## config.mk

```make
export PLATFORM = sky130hd
export DESIGN_NAME = pipe_ctrl_flat
export DESIGN_NICKNAME = d
export VERILOG_FILES = /design/src/rtl/pipe_ctrl_if.sv /design/src/rtl/pipe_ctrl.sv /design/src/flat_wrapper.sv
export SDC_FILE = /design/constraint.sdc
export NUM_CORES = 1
export LEC_CHECK = 0
export CELL_PAD_IN_SITES_DETAIL_PLACEMENT = 1
export CELL_PAD_IN_SITES_GLOBAL_PLACEMENT = 2
export CORE_ASPECT_RATIO = 1.75
export CORE_MARGIN = 4
export CORE_UTILIZATION = 22
export CTS_CLUSTER_DIAMETER = 120
export CTS_CLUSTER_SIZE = 20
export DETAILED_ROUTE_END_ITERATION = 8
export GPL_TIMING_DRIVEN = 0
export PLACE_DENSITY_LB_ADDON = 0.1
export SLEW_MARGIN = 15
export SYNTH_ARGS = -nofsm -noshare
export SYNTH_HDL_FRONTEND = slang
export SYNTH_SLANG_ARGS = --single-unit
```

## constraint.sdc

```tcl
create_clock -name CLK -period 2.35 [get_ports CLK]
set_input_delay 0.235 -clock CLK [delete_from_list [all_inputs] [get_ports CLK]]
set_output_delay 0.235 -clock CLK [all_outputs]
set_load 0.02 [all_outputs]
```

## src/rtl/pipe_ctrl_if.sv

```systemverilog
//==============================================================================
// Module : pipe_ctrl_if
// Brief  : Hazard inputs and stage-control outputs of the pipeline controller.
// Rev    : 1.0 - initial release
//==============================================================================
`default_nettype none

interface pipe_ctrl_if;
  logic [31:0] ID_Instr;
  logic [4:0]  ID_Rs;
  logic [4:0]  ID_Rt;
  logic [4:0]  EX_Rt;
  logic        EX_MemtoReg;
  logic        EX_MdOp;
  logic        M_Branch;
  logic        M_Zero;

  logic        PC_EN;
  logic        IFID_EN;
  logic        IDEX_EN;
  logic        FLUSH_IFID;
  logic        FLUSH_IDEX;
  logic        FLUSH_EXMEM;
  logic        PCSRC;
  logic        HALTED;
  logic [1:0]  STATE;
  logic [15:0] STALL_CNT;
  logic [15:0] FLUSH_CNT;

  // The controller is the slave: it observes hazards and drives stage controls.
  modport slave (
    input  ID_Instr, ID_Rs, ID_Rt, EX_Rt, EX_MemtoReg, EX_MdOp, M_Branch, M_Zero,
    output PC_EN, IFID_EN, IDEX_EN, FLUSH_IFID, FLUSH_IDEX, FLUSH_EXMEM,
           PCSRC, HALTED, STATE, STALL_CNT, FLUSH_CNT
  );

  modport master (
    output ID_Instr, ID_Rs, ID_Rt, EX_Rt, EX_MemtoReg, EX_MdOp, M_Branch, M_Zero,
    input  PC_EN, IFID_EN, IDEX_EN, FLUSH_IFID, FLUSH_IDEX, FLUSH_EXMEM,
           PCSRC, HALTED, STATE, STALL_CNT, FLUSH_CNT
  );
endinterface

`default_nettype wire

```

## src/rtl/pipe_ctrl.sv

```systemverilog
//==============================================================================
// Module : pipe_ctrl
// Brief  : 5-stage pipeline hazard controller (branch flush, mul/div stall,
//          load-use bubble, halt drain) with saturating perf counters.
// Rev    : 1.0 - initial release
//==============================================================================
`default_nettype none

module pipe_ctrl (
  input  wire logic  CLK,
  input  wire logic  RESET,
  pipe_ctrl_if.slave bus
);

  typedef enum logic [1:0] {
    ST_RUN    = 2'd0,
    ST_MDWAIT = 2'd1,
    ST_DRAIN  = 2'd2,
    ST_HALT   = 2'd3
  } state_t;

  localparam logic [1:0]  CNT_START = 2'd2;
  localparam logic [15:0] CNT_MAX   = 16'hFFFF;

  state_t      state_q, state_d;
  logic [1:0]  cnt_q, cnt_d;
  logic [15:0] stall_cnt_q, stall_cnt_d;
  logic [15:0] flush_cnt_q, flush_cnt_d;

  logic taken;
  logic load_use;
  logic halt_word;
  logic stall_inc;
  logic flush_inc;

  logic pc_en, ifid_en, idex_en;
  logic flush_ifid, flush_idex, flush_exmem;
  logic pcsrc, halted;

  always_comb begin
    taken     = bus.M_Branch & bus.M_Zero;
    load_use  = bus.EX_MemtoReg && (bus.EX_Rt != 5'd0) &&
                ((bus.EX_Rt == bus.ID_Rs) || (bus.EX_Rt == bus.ID_Rt));
    halt_word = (bus.ID_Instr == 32'hFFFF_FFFF);

    pc_en       = 1'b1;
    ifid_en     = 1'b1;
    idex_en     = 1'b1;
    flush_ifid  = 1'b0;
    flush_idex  = 1'b0;
    flush_exmem = 1'b0;
    pcsrc       = 1'b0;
    halted      = 1'b0;
    state_d     = state_q;
    cnt_d       = cnt_q;
    stall_inc   = 1'b0;
    flush_inc   = 1'b0;

    if (state_q == ST_HALT) begin
      pc_en   = 1'b0;
      ifid_en = 1'b0;
      idex_en = 1'b0;
      halted  = 1'b1;
    end else if (taken) begin
      // A taken branch squashes everything younger, including a pending halt.
      pcsrc       = 1'b1;
      flush_ifid  = 1'b1;
      flush_idex  = 1'b1;
      flush_exmem = 1'b1;
      state_d     = ST_RUN;
      cnt_d       = 2'd0;
      flush_inc   = 1'b1;
    end else begin
      case (state_q)
        ST_RUN: begin
          if (bus.EX_MdOp) begin
            pc_en       = 1'b0;
            ifid_en     = 1'b0;
            idex_en     = 1'b0;
            flush_exmem = 1'b1;
            state_d     = ST_MDWAIT;
            cnt_d       = CNT_START;
            stall_inc   = 1'b1;
          end else if (load_use) begin
            pc_en      = 1'b0;
            ifid_en    = 1'b0;
            flush_idex = 1'b1;
            stall_inc  = 1'b1;
          end else if (halt_word) begin
            pc_en      = 1'b0;
            ifid_en    = 1'b0;
            flush_idex = 1'b1;
            state_d    = ST_DRAIN;
            cnt_d      = CNT_START;
          end
        end
        ST_MDWAIT: begin
          if (cnt_q != 2'd0) begin
            pc_en       = 1'b0;
            ifid_en     = 1'b0;
            idex_en     = 1'b0;
            flush_exmem = 1'b1;
            cnt_d       = cnt_q - 2'd1;
            stall_inc   = 1'b1;
          end else begin
            state_d = ST_RUN;
          end
        end
        ST_DRAIN: begin
          pc_en      = 1'b0;
          ifid_en    = 1'b0;
          flush_idex = 1'b1;
          if (cnt_q == 2'd0) begin
            state_d = ST_HALT;
          end else begin
            cnt_d = cnt_q - 2'd1;
          end
        end
        default: begin
          state_d = ST_RUN;
          cnt_d   = 2'd0;
        end
      endcase
    end

    stall_cnt_d = (stall_inc && (stall_cnt_q != CNT_MAX)) ? stall_cnt_q + 16'd1 : stall_cnt_q;
    flush_cnt_d = (flush_inc && (flush_cnt_q != CNT_MAX)) ? flush_cnt_q + 16'd1 : flush_cnt_q;
  end

  always_ff @(posedge CLK) begin
    if (RESET) begin
      state_q     <= ST_RUN;
      cnt_q       <= 2'd0;
      stall_cnt_q <= 16'd0;
      flush_cnt_q <= 16'd0;
    end else begin
      state_q     <= state_d;
      cnt_q       <= cnt_d;
      stall_cnt_q <= stall_cnt_d;
      flush_cnt_q <= flush_cnt_d;
    end
  end

  assign bus.PC_EN       = pc_en;
  assign bus.IFID_EN     = ifid_en;
  assign bus.IDEX_EN     = idex_en;
  assign bus.FLUSH_IFID  = flush_ifid;
  assign bus.FLUSH_IDEX  = flush_idex;
  assign bus.FLUSH_EXMEM = flush_exmem;
  assign bus.PCSRC       = pcsrc;
  assign bus.HALTED      = halted;
  assign bus.STATE       = state_q;
  assign bus.STALL_CNT   = stall_cnt_q;
  assign bus.FLUSH_CNT   = flush_cnt_q;

endmodule

`default_nettype wire

```

## src/flat_wrapper.sv

```systemverilog
// flat-port wrapper written by rule: the top's interface ports become plain ports
module pipe_ctrl_flat 
  (CLK, RESET, bus_ID_Instr, bus_ID_Rs, bus_ID_Rt, bus_EX_Rt, bus_EX_MemtoReg, bus_EX_MdOp, bus_M_Branch, bus_M_Zero, bus_PC_EN, bus_IFID_EN, bus_IDEX_EN, bus_FLUSH_IFID, bus_FLUSH_IDEX, bus_FLUSH_EXMEM, bus_PCSRC, bus_HALTED, bus_STATE, bus_STALL_CNT, bus_FLUSH_CNT);
  pipe_ctrl_if bus_i ();
  input  wire logic CLK;
  input  wire logic RESET;
  input wire logic [$bits(bus_i.ID_Instr)-1:0] bus_ID_Instr;
  input wire logic [$bits(bus_i.ID_Rs)-1:0] bus_ID_Rs;
  input wire logic [$bits(bus_i.ID_Rt)-1:0] bus_ID_Rt;
  input wire logic [$bits(bus_i.EX_Rt)-1:0] bus_EX_Rt;
  input wire logic [$bits(bus_i.EX_MemtoReg)-1:0] bus_EX_MemtoReg;
  input wire logic [$bits(bus_i.EX_MdOp)-1:0] bus_EX_MdOp;
  input wire logic [$bits(bus_i.M_Branch)-1:0] bus_M_Branch;
  input wire logic [$bits(bus_i.M_Zero)-1:0] bus_M_Zero;
  output wire logic [$bits(bus_i.PC_EN)-1:0] bus_PC_EN;
  output wire logic [$bits(bus_i.IFID_EN)-1:0] bus_IFID_EN;
  output wire logic [$bits(bus_i.IDEX_EN)-1:0] bus_IDEX_EN;
  output wire logic [$bits(bus_i.FLUSH_IFID)-1:0] bus_FLUSH_IFID;
  output wire logic [$bits(bus_i.FLUSH_IDEX)-1:0] bus_FLUSH_IDEX;
  output wire logic [$bits(bus_i.FLUSH_EXMEM)-1:0] bus_FLUSH_EXMEM;
  output wire logic [$bits(bus_i.PCSRC)-1:0] bus_PCSRC;
  output wire logic [$bits(bus_i.HALTED)-1:0] bus_HALTED;
  output wire logic [$bits(bus_i.STATE)-1:0] bus_STATE;
  output wire logic [$bits(bus_i.STALL_CNT)-1:0] bus_STALL_CNT;
  output wire logic [$bits(bus_i.FLUSH_CNT)-1:0] bus_FLUSH_CNT;
  assign bus_i.ID_Instr = bus_ID_Instr;
  assign bus_i.ID_Rs = bus_ID_Rs;
  assign bus_i.ID_Rt = bus_ID_Rt;
  assign bus_i.EX_Rt = bus_EX_Rt;
  assign bus_i.EX_MemtoReg = bus_EX_MemtoReg;
  assign bus_i.EX_MdOp = bus_EX_MdOp;
  assign bus_i.M_Branch = bus_M_Branch;
  assign bus_i.M_Zero = bus_M_Zero;
  assign bus_PC_EN = bus_i.PC_EN;
  assign bus_IFID_EN = bus_i.IFID_EN;
  assign bus_IDEX_EN = bus_i.IDEX_EN;
  assign bus_FLUSH_IFID = bus_i.FLUSH_IFID;
  assign bus_FLUSH_IDEX = bus_i.FLUSH_IDEX;
  assign bus_FLUSH_EXMEM = bus_i.FLUSH_EXMEM;
  assign bus_PCSRC = bus_i.PCSRC;
  assign bus_HALTED = bus_i.HALTED;
  assign bus_STATE = bus_i.STATE;
  assign bus_STALL_CNT = bus_i.STALL_CNT;
  assign bus_FLUSH_CNT = bus_i.FLUSH_CNT;
  pipe_ctrl u_core (.CLK(CLK), .RESET(RESET), .bus(bus_i));
endmodule
```

# Word level (Yosys, flattened, before mapping)
# Index checks and enable logic that the tools add are counted.
[classes]
n_addsub = 3
eq_ne = 14
muxes = 42
bitwise = 2
reduce_logical = 11
[op_table]
columns = ["op", "count"]
rows = [
  ["$add A16 B1 Y16 const B", 2],
  ["$eq A32 B32 Y1 const B", 1],
  ["$ne A16 B16 Y1 const B", 2],
  ["$mux W1", 25],
  ["$mux W2", 10],
  ["$pmux W2 S3", 2],
  ["$eq A5 B5 Y1", 2],
  ["$reduce_and A5 Y1", 2],
  ["$pmux W1 S2", 4],
  ["$ne A3 B1 Y1 const B", 2],
  ["$ne A3 B2 Y1 const B", 2],
  ["$reduce_bool A5 Y1", 1],
  ["$eq A2 B2 Y1 const B", 2],
  ["$logic_and A1 B1 Y1", 4],
  ["$logic_not A2 Y1", 2],
  ["$ne A4 B2 Y1 const B", 1],
  ["$ne A4 B3 Y1 const B", 1],
  ["$pmux W1 S3", 1],
  ["$eq A2 B1 Y1 const B", 1],
  ["$reduce_bool A2 Y1", 1],
  ["$sub A2 B1 Y2 const B", 1],
  ["$and A1 B1 Y1", 1],
  ["$logic_or A1 B1 Y1", 1],
  ["$not A1 Y1", 1],
]
[word_totals]
reg_bits = 36
word_cells = 76

# Depth between registers and ports, before layout
[logic_depth]
word_depth = 9
mapped_depth = 10
mapped_depth_nobuf = 8

# Worst setup path after synthesis
# Ideal clock, no wire load.
[synth_path]
kind = "register to register"
from = "register u_core.state_q[0] (netlist: u_core.bus.STATE[0])"
to = "register u_core.flush_cnt_q[14] (netlist: u_core.bus.FLUSH_CNT[14])"
setup_time_ns = 0.128
t_arrival_ns = 2.165
required_time_ns = 2.222
setup_slack_ns = 0.058
stages_incl_launch_ff = 9
n_path_buf = 1
synth_period_minus_slack_ns = 2.292
path_cell_list = "dfxtp_1 -> ha_1 -> clkbuf_1 -> and3b_1 -> o41ai_2 -> or2_1 -> nor4_1 -> xnor2_1 -> nor2_1"
[synth_via]
elab_chain_len = 3
[synth_rtl]
columns = ["item", "line_no", "text"]
rows = [
  ["from (decl)", "pipe_ctrl.sv:25", "state_t state_q, state_d;"],
  ["from (signal assigned)", "pipe_ctrl.sv:137", "state_q <= state_d;"],
  ["$eq A2 B2 Y1", "pipe_ctrl.sv:59", "if (state_q == ST_HALT) begin"],
  ["$mux W1", "-", ""],
  ["net bus_FLUSH_IFID", "flat_wrapper.sv:18", "output wire logic [$bits(bus_i.FLUSH_IFID)-1:0] bus_FLUSH_IFID;"],
  ["$logic_and A1 B1 Y1", "pipe_ctrl.sv:127", "flush_cnt_d = (flush_inc && (flush_cnt_q != CNT_MAX)) ? flush_cnt_q + 16'd1 : flush_cnt_q;"],
  ["to (signal assigned)", "pipe_ctrl.sv:140", "flush_cnt_q <= flush_cnt_d;"],
  ["to (decl)", "pipe_ctrl.sv:28", "logic [15:0] flush_cnt_q, flush_cnt_d;"],
]
# The timed path passes the listed nets, and every way through them passes these cells.
# A chain may end at the register's enable or synchronous reset.

# Worst setup path after layout
[layout_path]
from = "input bus_EX_Rt[0]"
to = "output bus_PC_EN"
[layout_via]
elab_chain_len = 8
[layout_rtl]
columns = ["item", "line_no", "text"]
rows = [
  ["from (decl)", "flat_wrapper.sv:10", "input wire logic [$bits(bus_i.EX_Rt)-1:0] bus_EX_Rt;"],
  ["$eq A5 B5 Y1 / $reduce_bool A5 Y1 (equally long branches)", "pipe_ctrl.sv:43, pipe_ctrl.sv:42", ""],
  ["$logic_or A1 B1 Y1 / $logic_and A1 B1 Y1 (equally long branches)", "pipe_ctrl.sv:43, pipe_ctrl.sv:42", ""],
  ["$logic_and A1 B1 Y1 *", "pipe_ctrl.sv:42", "load_use = bus.EX_MemtoReg && (bus.EX_Rt != 5'd0) &&"],
  ["$mux W1 *", "pipe_ctrl.sv:84", "end else if (load_use) begin"],
  ["$mux W1 *", "pipe_ctrl.sv:76", "if (bus.EX_MdOp) begin"],
  ["$pmux W1 S3 *", "pipe_ctrl.sv:74", "case (state_q)"],
  ["$mux W1 *", "pipe_ctrl.sv:64", "end else if (taken) begin"],
  ["$mux W1 *", "pipe_ctrl.sv:59", ""],
  ["to (decl)", "flat_wrapper.sv:15", "output wire logic [$bits(bus_i.PC_EN)-1:0] bus_PC_EN;"],
]
# Every way passes the cells marked *; elsewhere a longest branch is shown, timed or not.

==> out/results.tsv <==
stage	metric	value	unit
clocking	Clk Latency, worst-skew pair	0.28	ns
final_layout	commonest non-fill, non-tap cell in the layout	clkdlybuf4s50_1	
yosys	Post-Synthesis Net Count	333	
floorplanning	Starting Density	22.6	%
timing	FMAX	449	MHz
clocking	CTS tree	yes	
global_routing	first-pass GRT wire length	12600	um
placed_design	IO buf count	94	
critical_path	Max FO, Critical Path	3	
critical_path	Critical Path AT	1.99	ns
final_layout	n_diodes	0	
detailed_routing	Iter 0 DRT Violations	55	
floorplanning	row cnt	47	
global_routing	vias in the first global route	2506	
critical_path	WP depth	8	
clocking	clk buf depth	2	
global_routing	global route overflow	0	
detailed_routing	drt first pass iters	4	
floorplanning	die width	82.7	um
clocking	clk slew on worst S/H paths	0.06	ns
critical_path	WS Path Type	primary input to output port	
timing	Min Clock Period, post-route	2.23	ns
clocking	H-tree Lvls	2	
final_layout	register area	721	sq um
critical_path	WP data required	2.12	ns
final_layout	synthesis-to-layout area growth	62.6	%
clocking	TritonCTS Buffers	5	
critical_path	delay-heaviest family, CP	simple AND/OR/NAND/NOR gates	
yosys	post-synthesis cell count	273	
detailed_routing	Routed WL	8090	um
timing	final setup fails	0	
hold_path	Worst Hold Path Cells	2	
placed_design	post-DP HPWL	6410	um
critical_path	CP Capture Type	output port	
critical_path	CP peak stage delay	0.55	ns
yosys	Main synth FF type	dfxtp_1	
timing	RSZ-0062 raised after global routing	yes	
status	status	completed	
critical_path	CP bufs+invs	3	
critical_path	slowest CP cell	or4_4	
global_routing	pin count of the biggest net entering global routing	12	
detailed_routing	vias per cell	4.80	
floorplanning	die area	0.0115	sq mm
floorplanning	core region area	0.00953	sq mm
placed_design	Place WS	-0.511	ns
yosys	synthesis warning total	0	
critical_path	Reg2Reg Depth	8	
critical_path	Startpoint Class	primary input	
yosys	Post-Syn Area	0.00215	sq mm
detailed_routing	drc violations	0	
timing	hold_ws	0.522	ns
power	PwrDens	573	mW/mm^2
yosys	Post-synth EDFFs	0	
yosys	Seq cells post-synth	36	
yosys	Synth cell types	43	
hold_path	HP Class	flip-flop to flip-flop	
yosys	Avg Inst Size Synth	7.87	sq um
final_layout	filler instances	1141	
floorplanning	I/O pin count	95	
timing	final hold vios	0	
final_layout	Final Util	36.7	%
job	max-cap viol count	0	
detailed_routing	antenna-violating nets left	0	
floorplanning	Die H	139	um
critical_path	worst-path cell chain	dlygate4sd2_1 > or4_4 > o21a_1 > nand2_1 > nand3_1 > a21oi_2 > buf_4 > clkdlybuf4s15_2	
final_layout	most frequent cells in the layout	83 x clkdlybuf4s50_1, 36 x dfxtp_1, 30 x nor2_1, 21 x a21oi_1, 19 x nand2_1	
power	P_leak	1.18	nW
timing	worst clock skew	0.00628	ns
timing	Max Slew Vio Count	0	
power	VDD IR max	377	uV
clocking	CTS Sinks	36	
final_layout	area of the multi-input gates	0.00139	sq mm
power	Total Power	0.00200	W
timing	Tcrit/Tclk final	94.7	%
timing	Worst-Margin Slew	0.580	ns
yosys	Seq/Total Area, Yosys	33.5	%
final_layout	nets@finish	437	
global_routing	initial antenna violation count	0	
timing	Final WS setup	0.123	ns
clocking	Root Buffer	clkbuf_16	
global_routing	GRT Util Overall	14.2	%
yosys	Async SR Flop Fraction	0	%
placed_design	post-placement cell count	489	
detailed_routing	WL per Instance	16.2	um
final_layout	share of post-route cells with drive strength above 1	9.26	%
detailed_routing	Vias	2401	
placed_design	routability congestion estimate	0.755	
timing	Max-slew headroom	61.3	%
final_layout	Cell Count, Final, Fillers Out	500	
==> area by class of cell <==
cell class	instances	area share, %
Multi-Input combinational cell	216	39.7
Timing Repair Buffer	97	27.5
Sequential cell	36	20.6
Tap cell	122	4.37
Clock buffer	6	3.69
Buffer	9	1.75
Inverter	12	1.29
Clock inverter	2	1.00
==> flip-flops by register name (all words and copies together), names as in the netlist <==
signal and flops:
u_core.bus.FLUSH_CNT 16, u_core.bus.STALL_CNT 16, u_core.bus.STATE 2, u_core.cnt_q 2
==> through the flow <==
step                TNS (ns)  area, sq um
floorplan                  0         2150
global placement       -3.21         3240
detailed placement     -3.28         3240
CTS                        0         3420
global route         -0.0114         3490
finish                     0         3490
==> synth_stat cells (2+ instances only) <==
library cell | count | area share, %
o21ai_1 | 12 | 2.8
nand3_1 | 18 | 4.2
nand2b_1 | 2 | 0.58
o41ai_1 | 3 | 1.2
a211o_1 | 4 | 1.6
nor3_1 | 5 | 1.2
ha_1 | 7 | 4.1
o31ai_1 | 2 | 0.70
or3_1 | 14 | 4.1
mux2i_1 | 2 | 0.93
or2_2 | 2 | 0.58
nand4_1 | 15 | 4.4
buf_4 | 2 | 0.70
and3_1 | 4 | 1.2
clkbuf_1 | 4 | 0.70
a211oi_1 | 4 | 1.4
a21oi_1 | 22 | 5.1
nand2_1 | 19 | 3.3
inv_1 | 12 | 2.1
o21ai_0 | 6 | 1.4
dfxtp_1 | 36 | 34
nor4_1 | 5 | 1.5
nor2_1 | 31 | 5.4
and2_1 | 2 | 0.58
xnor2_1 | 19 | 7.7
xor2_1 | 4 | 1.6
==> metal layers <==
layer	global-route usage, %	wire length (um)
met5	0	0
met4	4.91	123
met3	2.67	410
met2	27.6	4570
met1	14.1	2980
==> worst reg2reg max path, delay by kind of cell, from the launching register on <==
| kind | cells | cell delay (ns) |
|---|---|---|
| buffers and inverters | 2 | 0.38 |
| DFF | 1 | 0.34 |
| and+or+nand+nor | 2 | 0.62 |
| AOI/OAI and AO/OA | 3 | 0.55 |
| adders and majority gates | 1 | 0.21 |
==> power breakdown <==
group          total, W  switching [W]  internal [W]  leakage [nW]
Combinational  0.000589       0.000304      0.000285         0.810
Sequential     0.000655      0.0000194      0.000635         0.291
Clock          0.000757       0.000258      0.000499        0.0808
Total           0.00200       0.000582       0.00142          1.18
==> cell families (layout without fill, tap and decap cells) <==
| family | after synthesis | in the layout | share of synthesized area [%] |
|---|---|---|---|
| fa+ha+maj | 7 | 7 | 4.07 |
| flops | 36 | 36 | 33.5 |
| mux | 2 | 2 | 0.931 |
| buf+inv | 21 | 126 | 4.89 |
| xor+xnor | 23 | 23 | 9.37 |
| compound gates | 62 | 62 | 18.5 |
| simple gates | 122 | 122 | 28.8 |
==> worst paths after layout <==
kind                                          startpoint                       end  slack (ns)
worst max-delay path                        bus_EX_Rt[0]                 bus_PC_EN        0.12
worst min register to register  u_core.bus.STALL_CNT[15]  u_core.bus.STALL_CNT[15]        0.52
worst max register to register       u_core.bus.STATE[0]   u_core.bus.STALL_CNT[9]        0.20
worst min-delay path            u_core.bus.STALL_CNT[15]  u_core.bus.STALL_CNT[15]        0.52
==> repair_timing <==
action                     in CTS  in global routing
gates resized for setup        19                 10
setup endpoints to repair      18                 15
hold buffers                    0                  0
setup buffers                   0                  3
Note: power is estimated with default switching activity, not from simulation.
